===== config.mk =====
export PLATFORM = sky130hd
export DESIGN_NAME = pc_sequencer_flat
export DESIGN_NICKNAME = d
export VERILOG_FILES = /design/src/rtl/mips_pkg.sv /design/src/rtl/pc_sequencer_if.sv /design/src/rtl/pc_incrementer.sv /design/src/rtl/pc_sequencer.sv /design/src/flat_wrapper.sv
export SDC_FILE = /design/constraint.sdc
export NUM_CORES = 1
export LEC_CHECK = 0
export ABC_AREA = 1
export BUFFER_PORTS_ARGS = -buffer_cell sky130_fd_sc_hd__buf_4
export CORE_ASPECT_RATIO = 1.4
export CORE_MARGIN = 2
export CORE_UTILIZATION = 53
export CTS_CLUSTER_SIZE = 16
export DETAILED_ROUTE_END_ITERATION = 6
export HOLD_SLACK_MARGIN = 0.02
export MAX_ROUTING_LAYER = met4
export PLACE_DENSITY = 0.8
export SKIP_CTS_REPAIR_TIMING = 1
export SLEW_MARGIN = 10
export SYNTH_ARGS = -nofsm -noshare
export SYNTH_HDL_FRONTEND = slang
export SYNTH_SLANG_ARGS = --single-unit

===== constraint.sdc =====
create_clock -name clk -period 1.9 [get_ports clk]
set_input_delay 0.095 -clock clk [delete_from_list [all_inputs] [get_ports clk]]
set_output_delay 0.095 -clock clk [all_outputs]
set_load 0.01 [all_outputs]

===== src/rtl/mips_pkg.sv =====
// Shared MIPS fetch-stage definitions: address geometry, default reset vector
// and the PC sequencer state encoding.
package mips_pkg;

    localparam int unsigned ADDR_W      = 32;
    localparam int unsigned INSTR_BYTES = 4;

    localparam logic [ADDR_W-1:0] RESET_VECTOR_DEFAULT = 32'h0040_0000;

    typedef enum logic [1:0] {
        PCS_BOOT = 2'd0,
        PCS_RUN  = 2'd1,
        PCS_HALT = 2'd2
    } pcs_state_e;

endpackage


===== src/rtl/pc_sequencer_if.sv =====
// Fetch-control interface between the pipeline control (master) and the PC
// sequencer (slave).
interface pc_sequencer_if
    import mips_pkg::*;
#(
    parameter int unsigned WIDTH = ADDR_W
);

    logic             stall;
    logic             halt;
    logic             redirect_valid;
    logic [WIDTH-1:0] redirect_target;
    logic [WIDTH-1:0] pc;
    logic [WIDTH-1:0] pc_seq;
    logic             pc_valid;
    logic             redirect_pend;
    logic             misalign_err;

    modport master (
        output stall, halt, redirect_valid, redirect_target,
        input  pc, pc_seq, pc_valid, redirect_pend, misalign_err
    );

    modport slave (
        input  stall, halt, redirect_valid, redirect_target,
        output pc, pc_seq, pc_valid, redirect_pend, misalign_err
    );

endinterface


===== src/rtl/pc_incrementer.sv =====
// Combinational sequential-fetch successor: pc + STEP, wrapping modulo 2^WIDTH.
module pc_incrementer
    import mips_pkg::*;
#(
    parameter int unsigned WIDTH = ADDR_W,
    parameter int unsigned STEP  = INSTR_BYTES
) (
    input  logic [WIDTH-1:0] pc,
    output logic [WIDTH-1:0] pc_seq_c
);

    // Carry out of the MSB is discarded, giving the modulo wrap.
    assign pc_seq_c = pc + WIDTH'(STEP);

endmodule


===== src/rtl/pc_sequencer.sv =====
// Program-counter sequencer for the MIPS fetch stage: stall, redirect with
// capture during stall, halt and misaligned-target rejection.
module pc_sequencer
    import mips_pkg::*;
#(
    parameter int unsigned     WIDTH        = ADDR_W,
    parameter int unsigned     STEP         = INSTR_BYTES,
    parameter logic [WIDTH-1:0] RESET_VECTOR = WIDTH'(RESET_VECTOR_DEFAULT)
) (
    input  logic           clk,
    input  logic           rst_n,
    pc_sequencer_if.slave  bus
);

    // Low address bits that must be zero for a STEP-aligned target.
    localparam logic [WIDTH-1:0] ALIGN_MASK = WIDTH'(STEP - 1);

    pcs_state_e       state_q, state_d;
    logic [WIDTH-1:0] pc_q, pc_d;
    logic [WIDTH-1:0] pend_tgt_q, pend_tgt_d;
    logic             pend_q, pend_d;
    logic             valid_q, valid_d;
    logic             err_q, err_d;
    logic [WIDTH-1:0] pc_seq_c;
    logic             aligned_c;
    logic             redir_ok_c;

    pc_incrementer #(
        .WIDTH (WIDTH),
        .STEP  (STEP)
    ) u_inc (
        .pc       (pc_q),
        .pc_seq_c (pc_seq_c)
    );

    // State and datapath registers.
    always_ff @(posedge clk or negedge rst_n) begin
        if (!rst_n) begin
            state_q    <= PCS_BOOT;
            pc_q       <= RESET_VECTOR;
            pend_tgt_q <= '0;
            pend_q     <= 1'b0;
            valid_q    <= 1'b0;
            err_q      <= 1'b0;
        end else begin
            state_q    <= state_d;
            pc_q       <= pc_d;
            pend_tgt_q <= pend_tgt_d;
            pend_q     <= pend_d;
            valid_q    <= valid_d;
            err_q      <= err_d;
        end
    end

    // Next-state and next-PC selection.
    always_comb begin
        state_d    = state_q;
        pc_d       = pc_q;
        pend_tgt_d = pend_tgt_q;
        pend_d     = pend_q;
        valid_d    = valid_q;
        err_d      = 1'b0;
        aligned_c  = (bus.redirect_target & ALIGN_MASK) == '0;
        redir_ok_c = bus.redirect_valid & aligned_c;

        unique case (state_q)
            PCS_BOOT: begin
                state_d = PCS_RUN;
                valid_d = 1'b1;
            end
            PCS_RUN: begin
                if (bus.halt) begin
                    state_d = PCS_HALT;
                    valid_d = 1'b0;
                    pend_d  = 1'b0;
                end else begin
                    err_d = bus.redirect_valid & ~aligned_c;
                    if (bus.stall) begin
                        // Latest redirect seen during a stall wins.
                        if (redir_ok_c) begin
                            pend_tgt_d = bus.redirect_target;
                            pend_d     = 1'b1;
                        end
                    end else if (redir_ok_c) begin
                        pc_d   = bus.redirect_target;
                        pend_d = 1'b0;
                    end else if (pend_q) begin
                        pc_d   = pend_tgt_q;
                        pend_d = 1'b0;
                    end else begin
                        pc_d = pc_seq_c;
                    end
                end
            end
            PCS_HALT: begin
            end
            default: begin
                state_d = PCS_BOOT;
            end
        endcase
    end

    assign bus.pc            = pc_q;
    assign bus.pc_seq        = pc_seq_c;
    assign bus.pc_valid      = valid_q;
    assign bus.redirect_pend = pend_q;
    assign bus.misalign_err  = err_q;

endmodule

===== src/flat_wrapper.sv =====
// flat-port wrapper written by rule: the top's interface ports become plain ports
module pc_sequencer_flat import mips_pkg::*;
#(
    parameter int unsigned     WIDTH        = ADDR_W,
    parameter int unsigned     STEP         = INSTR_BYTES,
    parameter logic [WIDTH-1:0] RESET_VECTOR = WIDTH'(RESET_VECTOR_DEFAULT)
)
  (clk, rst_n, bus_stall, bus_halt, bus_redirect_valid, bus_redirect_target, bus_pc, bus_pc_seq, bus_pc_valid, bus_redirect_pend, bus_misalign_err);
  pc_sequencer_if #(.WIDTH(WIDTH)) bus_i ();
  input  logic clk;
  input  logic rst_n;
  input wire logic [$bits(bus_i.stall)-1:0] bus_stall;
  input wire logic [$bits(bus_i.halt)-1:0] bus_halt;
  input wire logic [$bits(bus_i.redirect_valid)-1:0] bus_redirect_valid;
  input wire logic [$bits(bus_i.redirect_target)-1:0] bus_redirect_target;
  output wire logic [$bits(bus_i.pc)-1:0] bus_pc;
  output wire logic [$bits(bus_i.pc_seq)-1:0] bus_pc_seq;
  output wire logic [$bits(bus_i.pc_valid)-1:0] bus_pc_valid;
  output wire logic [$bits(bus_i.redirect_pend)-1:0] bus_redirect_pend;
  output wire logic [$bits(bus_i.misalign_err)-1:0] bus_misalign_err;
  assign bus_i.stall = bus_stall;
  assign bus_i.halt = bus_halt;
  assign bus_i.redirect_valid = bus_redirect_valid;
  assign bus_i.redirect_target = bus_redirect_target;
  assign bus_pc = bus_i.pc;
  assign bus_pc_seq = bus_i.pc_seq;
  assign bus_pc_valid = bus_i.pc_valid;
  assign bus_redirect_pend = bus_i.redirect_pend;
  assign bus_misalign_err = bus_i.misalign_err;
  pc_sequencer #(.WIDTH(WIDTH), .STEP(STEP), .RESET_VECTOR(RESET_VECTOR)) u_core (.clk(clk), .rst_n(rst_n), .bus(bus_i));
endmodule

==> results_dict.tcl, run 1 <==
set metrics [dict create \
    post_drt_via_cell_ratio 5.31 \
    synthesis.nets 574 \
    antenna_found_initial 0 \
    die_y_um 106 \
    leakage_nw 2.73 \
    yosysMostFrequentCell "nand2_1" \
    ys_ff_latch 69 \
    finalSetupViolCount 5 \
    synth_top_family_by_area "simple AND/OR/NAND/NOR gates" \
    dpl.cell_count 720 \
    clock_skew_ns 0.00910 \
    yosysWarningCount 0 \
    die_w_um 76.9 \
    syn_area_per_cell_um2 7.35 \
    worst_slack_ns -0.0697 \
    coreArea_um2 7270 \
    synthFlopType "dfrtp_1" \
    final_nets 702 \
    grt_pass1_wl_mm 17.6 \
    yosys-top-cells-count "149 x nand2_1, 68 x dfrtp_1, 64 x o21ai_0" \
    max_freq_mhz 508 \
    clock_latency_ns 0.37 \
    crit_fanout 3 \
    ant_nets 0 \
    grt_overflow 0 \
    power_density_nw_per_um2 1620 \
    dieArea_um2 8150 \
    synthXorXnorAreaFrac_pct 4.29 \
    final_area_um2 5440 \
    htree_num_levels 3 \
    syn_to_final_growth_pct 38.1 \
    synth_compound_area_share_pct 16.6 \
    pin_count 104 \
    hpwl_mm 7.50 \
    placed_area_um2 4830 \
    gp_congestion 0.925 \
    async_flop_share_pct 100 \
    track_usage_pct 28.4 \
    violations "setup timing" \
    critPathRequiredTime_ns 1.80 \
    rr_worst_depth 7 \
    worst_pin_slew_ns 0.545 \
    muxShareOfSynthArea_pct 0 \
    drc 0 \
    cp.arrival_ns 1.87 \
    critPathLaunch "u_core.bus.pc[3]$_DFFE_PN0P_" \
    synth-adder-area-share_pct 0.318 \
    netlist-cell-type-count 29 \
    r2r_end "u_core.bus.pc[12]$_DFFE_PN0P_" \
    fp-row-count 37 \
    fin_crit_ns 1.97 \
    fin_cells 765 \
    r2r-start "u_core.bus.pc[3]$_DFFE_PN0P_" \
    post-route-period-util_pct 104 \
    clk_pin_slew_ns 0.07 \
    grt_max_degree 62 \
    drtIter0Drc 337 \
    routedWlPerCell_um 14.8 \
    ir_drop_uv 1170 \
    synth_edf_count 0 \
    clockBufferDepth 2 \
    syn_area_um2 3940 \
    diodes 0 \
    worstSetupStartpointType "register" \
    crit_path_end "bus_pc_seq[12]" \
    finalHoldViolCount 0 \
    worstSetupEndpointType "output pin" \
    start_util_pct 54.2 \
    firstDrtPassIters 5 \
    yosysTopAreaCell "dfrtp_1" \
    synth_simple_gate_area_share_pct 26.8 \
    cts_tree "done" \
    vias 4061 \
    slew_headroom_pct 63.7 \
    rsz0062_at_grt "true" \
    netlist.area_leader.share_pct 43.2 \
    place.port_buffers 103 \
    max-cap-violations 0 \
    routed_wl_mm 11.3 \
    synthCells 536 \
    yosysSeqAreaShare_pct 43.9 \
    drive_above_1_share_pct 33.5 \
    yosys-top-cells-area "dfrtp_1 43%, nand2_1 14%, o21ai_0 8.1%, a21oi_1 7.1%, nor2_1 5.4%" \
    cts_buffers 9 \
    status "finished with violations" \
    grt_pass1_vias 3894 \
    root_buffer "clkbuf_8" \
    hold_class "input port to register" \
    maxSlewViolCount 0 \
    dp_slack_ns 0.279 \
    cts_sinks 69 \
    reg2reg_slack_ns 0.25 \
    critPathKind "register to output pin" \
]
==> cells in the final DEF (no fill, tap or decap), drive strengths merged, types with 3 or more instances in the layout <==
cell         Yosys  routed
a21oi           56      56
a22oi            3       3
and2             3       3
buf              9     133
clkbuf          14      10
clkinv           1       4
dfrtp           68      68
dlygate4sd3      0       7
inv             56      56
nand2          154     154
nand3            9       9
nand3b           7       7
nor2            69      69
o21ai           66      66
xnor2            3       3
xor2            12      12
==> logic make-up after synthesis <==
group                      count (synthesis)
DFF                                       69
xor gates and xnor gates                  15
adders and majority gates                  1
buffers and inverters                     80
AOI/OAI and AO/OA                        128
and+or+nand+nor                          243
==> power by group <==
group / total [mW] / leakage, nW / switching [mW] / internal, mW
Combinational: 4.74 / 1.83 / 2.58 / 2.17
Sequential: 2.91 / 0.809 / 0.720 / 2.19
Clock: 1.16 / 0.0919 / 0.573 / 0.592
==> worst min path at each step <==
stage / slack [ns] / start / endpoint / depth (start not counted)
after floorplan: -0.20 / rst_n / u_core.bus.misalign_err$_DFF_PN0_ / 0
after global placement: 0.06 / rst_n / u_core.pend_tgt_q[9]$_DFFE_PN0P_ / 1
after detailed placement: 0.06 / rst_n / u_core.pend_tgt_q[9]$_DFFE_PN0P_ / 1
after CTS: -0.32 / rst_n / u_core.pend_tgt_q[8]$_DFFE_PN0P_ / 1
after global routing: 0.02 / bus_redirect_target[13] / u_core.pend_tgt_q[13]$_DFFE_PN0P_ / 3
final: 0.0007 / bus_redirect_target[5] / u_core.pend_tgt_q[5]$_DFFE_PN0P_ / 3
==> metal layers <==
layer / global-route usage, % / wire, um / vias to the layer above
met2: 47.9 / 5870 / 154
met4: 13.0 / 314 / 0
met1: 31.8 / 4420 / 1930
li1: - / - / 1945
met3: 6.88 / 730 / 32
met5: - / 0 / -
==> layout make-up <==
cell class,count,area [um2]
Multi-Input combinational cell,387,2050
Fill cell,560,1830
Sequential cell,69,1750
Timing Repair Buffer,140,1130
Inverter,57,214
Clock buffer,10,128
Tap cell,97,121
Clock inverter,5,52.6
==> critical path: stages (launching register included) <==
cell	delay, ns
dfrtp_1	0.44
ha_4	0.19
nand3_2	0.17
nor2_4	0.15
nand2_1	0.10
xor2_1	0.27
buf_4	0.19
==> state kept, by name, indices dropped and copies added (netlist names) <==
| register | flops |
|---|---|
| u_core.bus.misalign_err | 1 |
| u_core.bus.pc | 32 |
| u_core.bus.pc_valid | 1 |
| u_core.bus.redirect_pend | 1 |
| u_core.pend_tgt_q | 32 |
| u_core.state_q | 2 |
==> stage by stage <==
step | hold slack [ns] | power [mW] | setup TNS, ns | util, %
after floorplan | -0.201 | 5.04 | 0 | -
after global placement | 0.0617 | 6.78 | 0 | 66.4
after detailed placement | 0.0637 | 6.91 | 0 | 66.4
after CTS | -0.325 | 8.08 | -0.686 | 68.9
after global routing | 0.0219 | 9.43 | -1.38 | 74.8
final | 0.000707 | 8.82 | -0.136 | 74.8
(Power assumes the default switching activity.)
==> run 2, diff against run 1 <==
--- a/config.mk
+++ b/config.mk
@@ -15,6 +15,7 @@
 export HOLD_SLACK_MARGIN = 0.02
 export MAX_ROUTING_LAYER = met4
 export PLACE_DENSITY = 0.8
+export REMOVE_ABC_BUFFERS = 1
 export SKIP_CTS_REPAIR_TIMING = 1
 export SLEW_MARGIN = 10
 export SYNTH_ARGS = -nofsm -noshare
==> results_dict.tcl, run 2 (synthesized netlist as in run 1, its figures left out) <==
set metrics [dict create \
    hp-start "bus_redirect_target[19]" \
    worstSetupEndpointType "output pin" \
    hold_class "input port to register" \
    cpPeakStageDelay_ns 0.43 \
    die_y_um 106 \
    fin_crit_ns 1.92 \
    clockBufferDepth 2 \
    pin_count 104 \
    critPathRequiredTime_ns 1.80 \
    rsz0062_at_grt "true" \
    final_nets 715 \
    r2r-start "u_core.bus.pc[3]$_DFFE_PN0P_" \
    routedWlPerCell_um 14.7 \
    htree_num_levels 3 \
    syn_to_final_growth_pct 43.3 \
    grt_pass1_wl_mm 17.6 \
    ir_drop_uv 1050 \
    drtIter0Drc 278 \
    drive_above_1_share_pct 35.6 \
    grt_max_degree 37 \
    critPathKind "register to output pin" \
    fp-row-count 37 \
    ant_nets 0 \
    grt_pass1_vias 3892 \
    post-route-period-util_pct 101 \
    max-cap-violations 0 \
    firstDrtPassIters 5 \
    clock_skew_ns 0.00514 \
    path_cells "ha_4 > nand2_4 > nor2_4 > nand2_2 > nor2_4 > xor2_2 > buf_4" \
    grt_overflow 0 \
    worst_pin_slew_ns 0.495 \
    violations "setup timing" \
    power_density_nw_per_um2 1660 \
    antenna_found_initial 0 \
    cpMostUsedCell "nor2_4" \
    final_cell_mix "136 x buf_4, 133 x nand2_1, 64 x o21ai_0, 55 x inv_1, 55 x a21oi_1" \
    holdPathStages 3 \
    gp_congestion 0.865 \
    routed_wl_mm 11.4 \
    die_w_um 76.9 \
    coreArea_um2 7270 \
    hpwl_mm 7.83 \
    post-route-util_pct 77.6 \
    finalSetupViolCount 5 \
    hold_slack_ns 0.00576 \
    post_drt_via_cell_ratio 5.34 \
    cp_slowest_cell "dfrtp_2" \
    worstSetupStartpointType "register" \
    rr_worst_depth 10 \
    fin_tns_setup_ns -0.0387 \
    cts_buffers 9 \
    cp.arrival_ns 1.82 \
    cts_tree "done" \
    max_freq_mhz 522 \
    cts_sinks 69 \
    diodes 0 \
    min_delay_worst_endpoint "u_core.pend_tgt_q[19]$_DFFE_PN0P_" \
    status "finished with violations" \
    worst_slack_ns -0.0152 \
    drc 0 \
    start_util_pct 54.2 \
    track_usage_pct 27.9 \
    leakage_nw 2.85 \
    layout_commonest_cell "buf_4" \
    clock_latency_ns 0.37 \
    dieArea_um2 8150 \
    place.port_buffers 103 \
    maxSlewViolCount 0 \
    cp_num_buf_inv 1 \
    clk_pin_slew_ns 0.08 \
    vias 4158 \
    finalHoldViolCount 0 \
    r2r_end "u_core.bus.pc[27]$_DFFE_PN0P_" \
    root_buffer "clkbuf_8" \
    slew_headroom_pct 67.0 \
    crit_family "simple AND/OR/NAND/NOR gates" \
    reg2reg_slack_ns 0.26 \
    crit_fanout 5 \
]
==> run 2: cell types whose count changed in the layout (fill, tap and decap cells not counted), moves of 3 or more <==
cell,delta
buf_4,+12
nor2_4,-5
dfrtp_1,-4
dfrtp_2,+4
nand2_2,-4
bufinv_16,+3
nor2_2,+3
==> run 2: how the worst max path moves through the flow <==
stage / start / end / slack, ns / depth (start not counted)
after CTS: u_core.bus.pc[3]$_DFFE_PN0P_ / bus_pc_seq[28] / -0.27 / 9
after floorplan: u_core.state_q[1]$_DFFE_PN0P_ / u_core.bus.pc[0]$_DFFE_PN0P_ / -0.32 / 6
after global routing: u_core.bus.pc[3]$_DFFE_PN0P_ / bus_pc_seq[20] / -0.12 / 9
after global placement: u_core.bus.pc[3]$_DFFE_PN0P_ / bus_pc_seq[28] / 0.21 / 9
after detailed placement: u_core.bus.pc[3]$_DFFE_PN0P_ / u_core.bus.pc[28]$_DFFE_PN0P_ / 0.13 / 9
final: u_core.bus.pc[3]$_DFFE_PN0P_ / bus_pc_seq[16] / -0.02 / 7
==> run 2: worst reg2reg max path: cells and delay by family (launching register included) <==
family / cells / cell delay, ns
AOI/OAI and AO/OA: 1 / 0.06
buffers and inverters: 1 / 0.13
and+or+nand+nor: 8 / 0.91
DFF: 1 / 0.43
==> run 2: area by class of cell <==
cell class / instances / area (um2)
Multi-Input combinational cell: 387 / 2050
Sequential cell: 69 / 1750
Fill cell: 534 / 1630
Timing Repair Buffer: 153 / 1240
Inverter: 57 / 214
Clock inverter: 7 / 138
Clock buffer: 9 / 124
Tap cell: 97 / 121
==> run 2: power breakdown <==
part / switching [mW] / leakage, nW / internal, mW
Clock: 0.586 / 0.129 / 0.999
Sequential: 0.746 / 0.805 / 2.19
Combinational: 2.58 / 1.92 / 2.25
==> run 2: stage by stage <==
stage / setup slack [ns] / power, mW / cell area [um2] / instances
CTS: -0.274 / 8.54 / 5140 / 743
detailed placement: 0.134 / 6.93 / 4880 / 727
global placement: 0.208 / 6.80 / 4880 / 727
global route: -0.117 / 9.97 / 5640 / 779
finish: -0.0152 / 9.35 / 5640 / 779
floorplan: -0.324 / 4.96 / 3830 / 513
==> run 2: metal layers <==
layer / track usage, % / wire length [um] / share of wire [%]
met1: 30.6 / 4230 / 37
met2: 47.2 / 6180 / 54
met3: 7.39 / 723 / 6.3
met4: 13.4 / 297 / 2.6
met5: - / 0 / 0
==> run 3, diff against run 2 <==
--- a/config.mk
+++ b/config.mk
@@ -15,7 +15,6 @@
 export HOLD_SLACK_MARGIN = 0.02
 export MAX_ROUTING_LAYER = met4
 export PLACE_DENSITY = 0.8
-export REMOVE_ABC_BUFFERS = 1
 export SKIP_CTS_REPAIR_TIMING = 1
 export SLEW_MARGIN = 10
 export SYNTH_ARGS = -nofsm -noshare
==> constraint.sdc (replaced) <==
create_clock -name clk -period 1.9 [get_ports clk]
set_input_delay 0.19 -clock clk [delete_from_list [all_inputs] [get_ports clk]]
set_output_delay 0.19 -clock clk [all_outputs]
set_load 0.01 [all_outputs]
==> results_dict.tcl, run 3 (synthesized netlist as in run 1, its figures left out) <==
set metrics [dict create \
    firstDrtPassIters 6 \
    routed_wl_mm 11.8 \
    wl_met3_um 650 \
    drc 0 \
    cts_buffers 9 \
    drive_above_1_share_pct 36.1 \
    finalHoldViolCount 0 \
    die_y_um 106 \
    p_comb_share_pct 53.4 \
    worst_slack_ns -0.150 \
    clkPwrFrac_pct 14.8 \
    post-route-util_pct 76.2 \
    critPathRequiredTime_ns 1.71 \
    fp-row-count 37 \
    post-route-period-util_pct 108 \
    start_util_pct 54.2 \
    final_cell_mix "126 x nand2_1, 123 x buf_4, 64 x o21ai_0, 55 x inv_1, 55 x a21oi_1" \
    ir_drop_uv 1000 \
    htree_num_levels 3 \
    clockBufferDepth 2 \
    die_w_um 76.9 \
    grt_pass1_wl_mm 18.0 \
    maxSlewViolCount 0 \
    cts_sinks 69 \
    fin_cells 764 \
    seqPwrFrac_pct 31.8 \
    vias 4074 \
    grt_max_degree 60 \
    antenna_found_initial 0 \
    fin_crit_ns 2.05 \
    status "finished with violations" \
    crit_fanout 5 \
    dieArea_um2 8150 \
    clk_pin_slew_ns 0.07 \
    critPathKind "register to output pin" \
    met1Wirelength_mm 4.47 \
    dpl.cell_count 721 \
    violations "setup timing" \
    grt_pass1_vias 3904 \
    p_sw_mw 3.92 \
    leakage_nw 2.78 \
    route.met2.wl_mm 6.39 \
    cts_tree "done" \
    slew_headroom_pct 69.0 \
    coreArea_um2 7270 \
    clock_skew_ns 0.00877 \
    p_total_mw 9.20 \
    highest_layer "met4" \
    cp.arrival_ns 1.86 \
    clock_latency_ns 0.35 \
    p_int_mw 5.28 \
    ant_nets 0 \
    routedWlPerCell_um 15.5 \
    max-cap-violations 0 \
    final_nets 700 \
    pin_count 104 \
    worst_pin_slew_ns 0.465 \
    gp_congestion 0.905 \
    syn_to_final_growth_pct 40.7 \
    track_usage_pct 28.5 \
    worstSetupStartpointType "register" \
    max_freq_mhz 488 \
    root_buffer "clkbuf_8" \
    rsz0062_at_grt "true" \
    finalSetupViolCount 19 \
    place.port_buffers 103 \
    post_drt_via_cell_ratio 5.33 \
    hold_class "input port to register" \
    drtIter0Drc 316 \
    diodes 0 \
    grt_overflow 0 \
    worstSetupEndpointType "output pin" \
    hpwl_mm 7.66 \
    layout_commonest_cell "nand2_1" \
    p_sw_share_pct 42.6 \
    power_density_nw_per_um2 1660 \
]
==> run 3: cell count changes in the layout (fill, tap and decap cells not counted), moves of 3 or more <==
cell           change
buf_4             -13
nand2_2            +9
nand2_1            -7
dlygate4sd3_1      -5
nor2_1             -3
==> run 3: final cells by class <==
class                      count  area [um2]
clock buffer                  12         155
clock inverter                 4        70.1
fill                         555        1730
inverter                      57         214
multi-input combinational    387        2090
sequential                    69        1750
tap                           97         121
timing repair buffer         138        1130
==> run 3: worst max-delay path: stages, from the launching register on <==
cell and delay, ns:
dfrtp_1 0.44, ha_4 0.20, nand2_2 0.07, nor2_4 0.15, nand2_2 0.08, nor2_4 0.18
nand2_1 0.10, nand2_1 0.09, nand2_2 0.08, buf_6 0.12
==> run 3: metal layers <==
metal	global-route usage (%)	vias up
met5	-	-
met3	5.26	29
met2	50.0	159
met1	32.5	1941
met4	10.4	0
li1	-	1945
==> run 3: power groups by stage <==
stage	clock network, mW	logic (mW)	registers [mW]
final	1.36	4.91	2.92
after global routing	1.44	5.35	3.01
after CTS	1.38	4.05	2.86
after detailed placement	0	4.02	2.88
after global placement	0	3.94	2.83
after floorplan	0	2.17	2.88
==> run 3: worst paths after layout <==
path,start,endpoint,slack [ns],cells after the start
min reg2reg,u_core.pend_tgt_q[26]$_DFFE_PN0P_,u_core.pend_tgt_q[26]$_DFFE_PN0P_,0.49,2
min,bus_halt,u_core.state_q[0]$_DFFE_PN0P_,0.02,2
max reg2reg,u_core.state_q[0]$_DFFE_PN0P_,u_core.bus.pc[0]$_DFFE_PN0P_,0.19,8
max,u_core.bus.pc[3]$_DFFE_PN0P_,bus_pc_seq[24],-0.15,9
max in group asynchronous,rst_n,u_core.bus.pc[22]$_DFFE_PN1P_,0.94,3
min in group asynchronous,rst_n,u_core.bus.pc[11]$_DFFE_PN0P_,0.33,2
==> run 3: per-stage QoR <==
step	TNS (ns)	cell area [um2]	setup WS, ns	hold slack [ns]
after floorplan	0	3940	0.284	-0.106
after global placement	0	4830	0.230	0.166
after detailed placement	0	4830	0.127	0.169
after CTS	-2.57	5060	-0.258	-0.208
after global routing	-3.21	5540	-0.259	0.0219
final	-1.31	5540	-0.150	0.0160
